File: src/rtl/boot_loader_pkg.sv
// boot_loader_pkg: FSM states, header field positions and memory targets shared by boot_loader
package boot_loader_pkg;
  typedef enum logic [2:0] {HDR, DATA, CSUM, HOLD, RUN, FAIL} state_e;
  typedef enum logic {TGT_IMEM, TGT_DMEM} tgt_e;
  localparam int TGT_BIT = 31;
  localparam int LAST_BIT = 30;
  localparam int CNT_HI = 29;
  localparam int CNT_LO = 15;
  localparam int BASE_HI = 14;
endpackage

File: src/rtl/boot_loader.sv
// boot_loader: streams header+payload segments into imem/dmem then releases core reset; BOOT_LOADER_CSUM_EN adds a trailing checksum word
module boot_loader
  import boot_loader_pkg::*;
#(
  parameter int DATA_W = 32,
  parameter int ADDR_W = 10,
  parameter int IMEM_WORDS = 256,
  parameter int DMEM_WORDS = 256,
  parameter int HOLD_CYCLES = 2
) (
  input  logic              clk,
  input  logic              rst,
  input  logic              in_valid,
  output logic              in_ready,
  input  logic [DATA_W-1:0] in_data,
  output logic              imem_we,
  output logic [ADDR_W-1:0] imem_addr,
  output logic [DATA_W-1:0] imem_wdata,
  output logic              dmem_we,
  output logic [ADDR_W-1:0] dmem_addr,
  output logic [DATA_W-1:0] dmem_wdata,
  output logic              core_rst,
  output logic              done,
  output logic              err
);
  localparam int HW = HOLD_CYCLES > 1 ? $clog2(HOLD_CYCLES) : 1;
`ifdef BOOT_LOADER_CSUM_EN
  localparam state_e END_ST = CSUM;
  logic [DATA_W-1:0] sum_q;
`else
  localparam state_e END_ST = HOLD;
`endif
  state_e state_q, state_d;
  tgt_e tgt_q, tgt_d;
  logic last_q, last_d;
  logic [15:0] rem_q, rem_d;
  logic [ADDR_W:0] ptr_q, ptr_d;
  logic [HW-1:0] hold_q, hold_d;
  logic err_q, err_d, rdy_q;
  logic imem_we_q, dmem_we_q;
  logic [ADDR_W-1:0] imem_addr_q, dmem_addr_q;
  logic [DATA_W-1:0] imem_wdata_q, dmem_wdata_q;
  logic acc, wr, in_range;
  assign acc = in_valid && rdy_q;
  assign wr = acc && state_q == DATA;
  assign in_range = 32'(ptr_q) < (tgt_q == TGT_IMEM ? IMEM_WORDS : DMEM_WORDS);
  always_comb begin
    state_d = state_q;
    tgt_d = tgt_q;
    last_d = last_q;
    rem_d = rem_q;
    ptr_d = ptr_q;
    hold_d = hold_q;
    err_d = err_q;
    case (state_q)
      HDR: if (acc) begin
        tgt_d = tgt_e'(in_data[TGT_BIT]);
        last_d = in_data[LAST_BIT];
        rem_d = 16'(in_data[CNT_HI:CNT_LO]) + 16'd1;
        ptr_d = {1'b0, ADDR_W'(in_data[BASE_HI:0])};
        state_d = DATA;
      end
      DATA: if (acc) begin
        ptr_d = ptr_q + 1'b1;
        rem_d = rem_q - 16'd1;
        err_d = err_q | ~in_range;
        if (rem_q == 16'd1) state_d = last_q ? END_ST : HDR;
      end
      HOLD: begin
        hold_d = hold_q + 1'b1;
        if (hold_q == HW'(HOLD_CYCLES - 1)) state_d = RUN;
      end
`ifdef BOOT_LOADER_CSUM_EN
      CSUM: if (acc) begin
        state_d = in_data == sum_q ? HOLD : FAIL;
        err_d = err_q | (in_data != sum_q);
      end
`endif
      default: ;
    endcase
  end
  always_ff @(posedge clk or posedge rst) begin
    if (rst) begin
      state_q <= HDR;
      tgt_q <= TGT_IMEM;
      last_q <= 1'b0;
      rem_q <= '0;
      ptr_q <= '0;
      hold_q <= '0;
      err_q <= 1'b0;
      rdy_q <= 1'b0;
      imem_we_q <= 1'b0;
      dmem_we_q <= 1'b0;
      imem_addr_q <= '0;
      dmem_addr_q <= '0;
      imem_wdata_q <= '0;
      dmem_wdata_q <= '0;
`ifdef BOOT_LOADER_CSUM_EN
      sum_q <= '0;
`endif
    end else begin
      state_q <= state_d;
      tgt_q <= tgt_d;
      last_q <= last_d;
      rem_q <= rem_d;
      ptr_q <= ptr_d;
      hold_q <= hold_d;
      err_q <= err_d;
      rdy_q <= state_d inside {HDR, DATA, CSUM};
      imem_we_q <= wr && in_range && tgt_q == TGT_IMEM;
      dmem_we_q <= wr && in_range && tgt_q == TGT_DMEM;
      if (wr && tgt_q == TGT_IMEM) begin
        imem_addr_q <= ptr_q[ADDR_W-1:0];
        imem_wdata_q <= in_data;
      end
      if (wr && tgt_q == TGT_DMEM) begin
        dmem_addr_q <= ptr_q[ADDR_W-1:0];
        dmem_wdata_q <= in_data;
      end
`ifdef BOOT_LOADER_CSUM_EN
      if (wr) sum_q <= sum_q + in_data;
`endif
    end
  end
  assign in_ready = rdy_q;
  assign imem_we = imem_we_q;
  assign imem_addr = imem_addr_q;
  assign imem_wdata = imem_wdata_q;
  assign dmem_we = dmem_we_q;
  assign dmem_addr = dmem_addr_q;
  assign dmem_wdata = dmem_wdata_q;
  assign core_rst = state_q != RUN;
  assign done = state_q == RUN;
  assign err = err_q;
endmodule
File: config.mk
export PLATFORM = sky130hd
export DESIGN_NAME = boot_loader
export DESIGN_NICKNAME = d
export VERILOG_FILES = /design/src/rtl/boot_loader_pkg.sv /design/src/rtl/boot_loader.sv
export SDC_FILE = /design/constraint.sdc
export NUM_CORES = 1
export LEC_CHECK = 0
export CAP_MARGIN = 25
export CORE_ASPECT_RATIO = 1.2
export CORE_MARGIN = 2
export CORE_UTILIZATION = 54
export DETAILED_ROUTE_END_ITERATION = 10
export PLACE_DENSITY = 0.85
export SKIP_CTS_REPAIR_TIMING = 1
export SLEW_MARGIN = 15
export SYNTH_ARGS = -nofsm -noshare
export SYNTH_HDL_FRONTEND = slang
export SYNTH_SLANG_ARGS = --single-unit
export TNS_END_PERCENT = 100
File: constraint.sdc
create_clock -name clk -period 10.2 [get_ports clk]
set_input_delay 1.02 -clock clk [delete_from_list [all_inputs] [get_ports clk]]
set_output_delay 1.02 -clock clk [all_outputs]
set_load 0.02 [all_outputs]
==> results_dict.tcl <==
set metrics [dict create \
    status "finished clean" \
    async_flop_share_pct 100 \
    drt_iter0_drc 299 \
    htree_levels 4 \
    grt_pass1_vias 4405 \
    io_pins 125 \
    die_w_um 95.7 \
    dieArea_mm2 0.0109 \
    cap_violations 0 \
    cp_max_fo 22 \
    hold_slack_ns 0.460 \
    wl_per_cell_um 18.7 \
    drc 0 \
    worstSkewPairLatency_ns 0.41 \
    antenna_left 0 \
    pwr-share-seq_pct 45.2 \
    dp_hpwl_um 8870 \
    vias 4249 \
    initial_core_util_pct 55.0 \
    seq_area_frac_synth_pct 55.6 \
    multi_input_comb_area_mm2 0.00228 \
    r2r_setup_slack_ns 7.29 \
    yosys_warnings 0 \
    drive_gt1_share_pct 22.2 \
    power.density_mw_per_mm2 145 \
    cts_buffers 17 \
    synth_area_leaders "dfrtp_1 56%, mux2_2 17%, nand2_1 3.0%" \
    synth_area_mm2 0.00545 \
    hold_violations 0 \
    crit_chain "nor2_1, nand2_1, clkdlybuf4s50_1" \
    die_h_um 114 \
    globalplace.congestion 0.821 \
    seq_area_mm2 0.00303 \
    synth_ff_type "dfrtp_1" \
    grt_pass1_wl_um 22000 \
    syn_inst 458 \
    fmax_ghz 0.330 \
    fin_crit_ns 3.03 \
    ys_ff_latch 121 \
    p_leak_nw 3.33 \
    finalCritPeriodShare_pct 29.7 \
    worstPathArrival_ns 2.01 \
    synth.largest_area_cell "dfrtp_1" \
    yosys.cell_types.count 58 \
    core_mm2 0.00991 \
    fill_cells 658 \
    timing.rr.start "state_q[0]$_DFF_PP0_" \
    finalSetupViolCount 0 \
    pwr-share-clk_pct 51.3 \
    nNetsFinal 625 \
    peakVddDrop_uv 138 \
    grt_max_degree 62 \
    grt-ovfl-total 0 \
    p_sw_share_pct 22.0 \
    crit_path_end_kind "output pin" \
    worst_pin_slew_ns 0.758 \
    synth_top_area_share_pct 55.6 \
    worstRegToRegCells 5 \
    start_kind "flip-flop" \
    clkTransAtPathRegs_ns 0.05 \
    cp-startpoint "state_q[0]$_DFF_PP0_" \
    root_buffer "clkbuf_16" \
    switching_power_mw 0.234 \
    antenna_found_initial 0 \
    internal-power_mw 0.829 \
    drt_pass1_iterations 4 \
    skew_ns 0.00544 \
    diodes 0 \
    relSlewSlack_pct 49.5 \
    r2r-end "imem_addr[7]$_DFFE_PP0P_" \
    synth_nets 497 \
    cp.required_ns 9.18 \
    synth-edff-count 0 \
    vias_per_cell 5.86 \
    cp_slowest_cell "dfrtp_1" \
    syn_to_final_growth_pct 34.5 \
    power_mw 1.06 \
    rows 40 \
    endpoint "core_rst" \
    grt_usage_pct 26.5 \
    cts_tree "yes" \
    syn_area_per_cell_um2 11.9 \
    clock_path_buffers 2 \
    min_path_type "flip-flop to flip-flop" \
    max_stage_delay_ns 0.77 \
    combPwrFrac_pct 3.5 \
    fin_tns_setup_ns 0 \
    clock-sinks 121 \
    finalMaxSlewViolations 0 \
    grt_setup_unrepaired "no" \
    drt-total-wl_um 13500 \
    port_buffers 124 \
    path_class "flip-flop to output pin" \
]
-- placed cells by master (no fill, tap or decap), drive strengths merged, types with 2 or more instances in the layout --
master / count
o21ai: 23
clkdlybuf4s50: 124
o31ai: 2
or2: 2
nand2b: 3
or4: 2
inv: 10
a21o: 2
or3: 5
clkinv: 6
nor3b: 2
o211ai: 5
clkbuf: 20
a21oi: 25
a31oi: 3
ha: 4
buf: 5
dfrtp: 121
nand3: 14
a221oi: 2
nor4: 5
clkinvlp: 4
xor2: 2
o22ai: 7
xnor2: 11
a2bb2oi: 3
nor3: 9
mux2: 82
nand4: 3
or3b: 2
a211oi: 2
mux2i: 2
nor2: 28
nand2: 45
-- critical path, delay by kind of cell, from the launching register on --
| family | cells | cell delay [ns] |
|---|---|---|
| flip-flops | 1 | 0.77 |
| buffers and inverters | 1 | 0.61 |
| AND/OR/NAND/NOR | 2 | 0.22 |
-- flip-flops by register name (all words and copies together), names as in the netlist --
signal / flops
err: 1
hold_q: 1
imem_we: 1
state_q: 3
ptr_q: 11
dmem_we: 1
tgt_q: 1
rem_q: 16
dmem_addr: 10
imem_wdata: 32
dmem_wdata: 32
in_ready: 1
last_q: 1
imem_addr: 10
-- cell type report --
type	instances	area share, %
clock buffer	20	5.96
clock inverter	12	1.40
inverter	9	0.495
multi-input combinational	308	31.2
sequential	121	41.3
tap	126	2.15
timing repair buffer	129	17.5
-- cell usage after synthesis (all sizes together), types with 7 or more instances --
cell	count
buf	11
nor3	9
o21ai	23
a21oi	25
inv	9
dfrtp	121
xnor2	11
nor2	28
nand2	45
o22ai	7
mux2	82
clkbuf	9
nand3	14
-- metrics by stage --
| stage | cell area [um^2] | std cells | util, % | setup WS [ns] |
|---|---|---|---|---|
| final | 7330 | 725 | 73.9 | 7.17 |
| after detailed placement | 6780 | 692 | 68.4 | 6.37 |
| after CTS | 7310 | 724 | 73.8 | 6.80 |
| after global placement | 6780 | 692 | 68.4 | 6.55 |
| after floorplan | 5450 | 458 | - | 5.97 |
| after global routing | 7330 | 725 | 73.9 | 7.07 |
-- power groups by stage --
stage | Clock [mW] | Combinational, mW | Sequential (mW)
3_3_place_gp | 0 | 0.0364 | 0.489
6_report | 0.545 | 0.0370 | 0.480
4_1_cts | 0.549 | 0.0376 | 0.480
5_1_grt | 0.573 | 0.0410 | 0.480
3_5_place_dp | 0 | 0.0373 | 0.489
2_1_floorplan | 0 | 0.0131 | 0.489
-- per-layer routing --
metal | global-route usage [%] | vias up | routed length [um]
met2 | 42.6 | 184 | 6820
met4 | 10.8 | 0 | 378
met3 | 8.39 | 34 | 960
met5 | 0 | - | 0
met1 | 33.2 | 2116 | 5370
li1 | - | 1915 | -
-- kinds of logic after synthesis --
family | Yosys count | synth area share (%)
xor+xnor | 13 | 2.09
simple gates | 124 | 11.9
compound gates | 83 | 9.51
buf+inv | 29 | 2.71
fa+ha+maj | 4 | 0.919
flops | 121 | 55.6
mux | 84 | 17.3
-- worst min path at each step --
stage                  startpoint                 end  slack (ns)  depth (start not counted)
2_1_floorplan  hold_q$_DFFE_PP0N_  hold_q$_DFFE_PP0N_        0.47                          1
3_3_place_gp      err$_DFFE_PP0P_     err$_DFFE_PP0P_        0.44                          1
3_5_place_dp      err$_DFFE_PP0P_     err$_DFFE_PP0P_        0.46                          1
4_1_cts           err$_DFFE_PP0P_     err$_DFFE_PP0P_        0.47                          1
5_1_grt           err$_DFFE_PP0P_     err$_DFFE_PP0P_        0.49                          1
6_report          err$_DFFE_PP0P_     err$_DFFE_PP0P_        0.46                          1
Note: power is estimated with default switching activity, not from simulation.
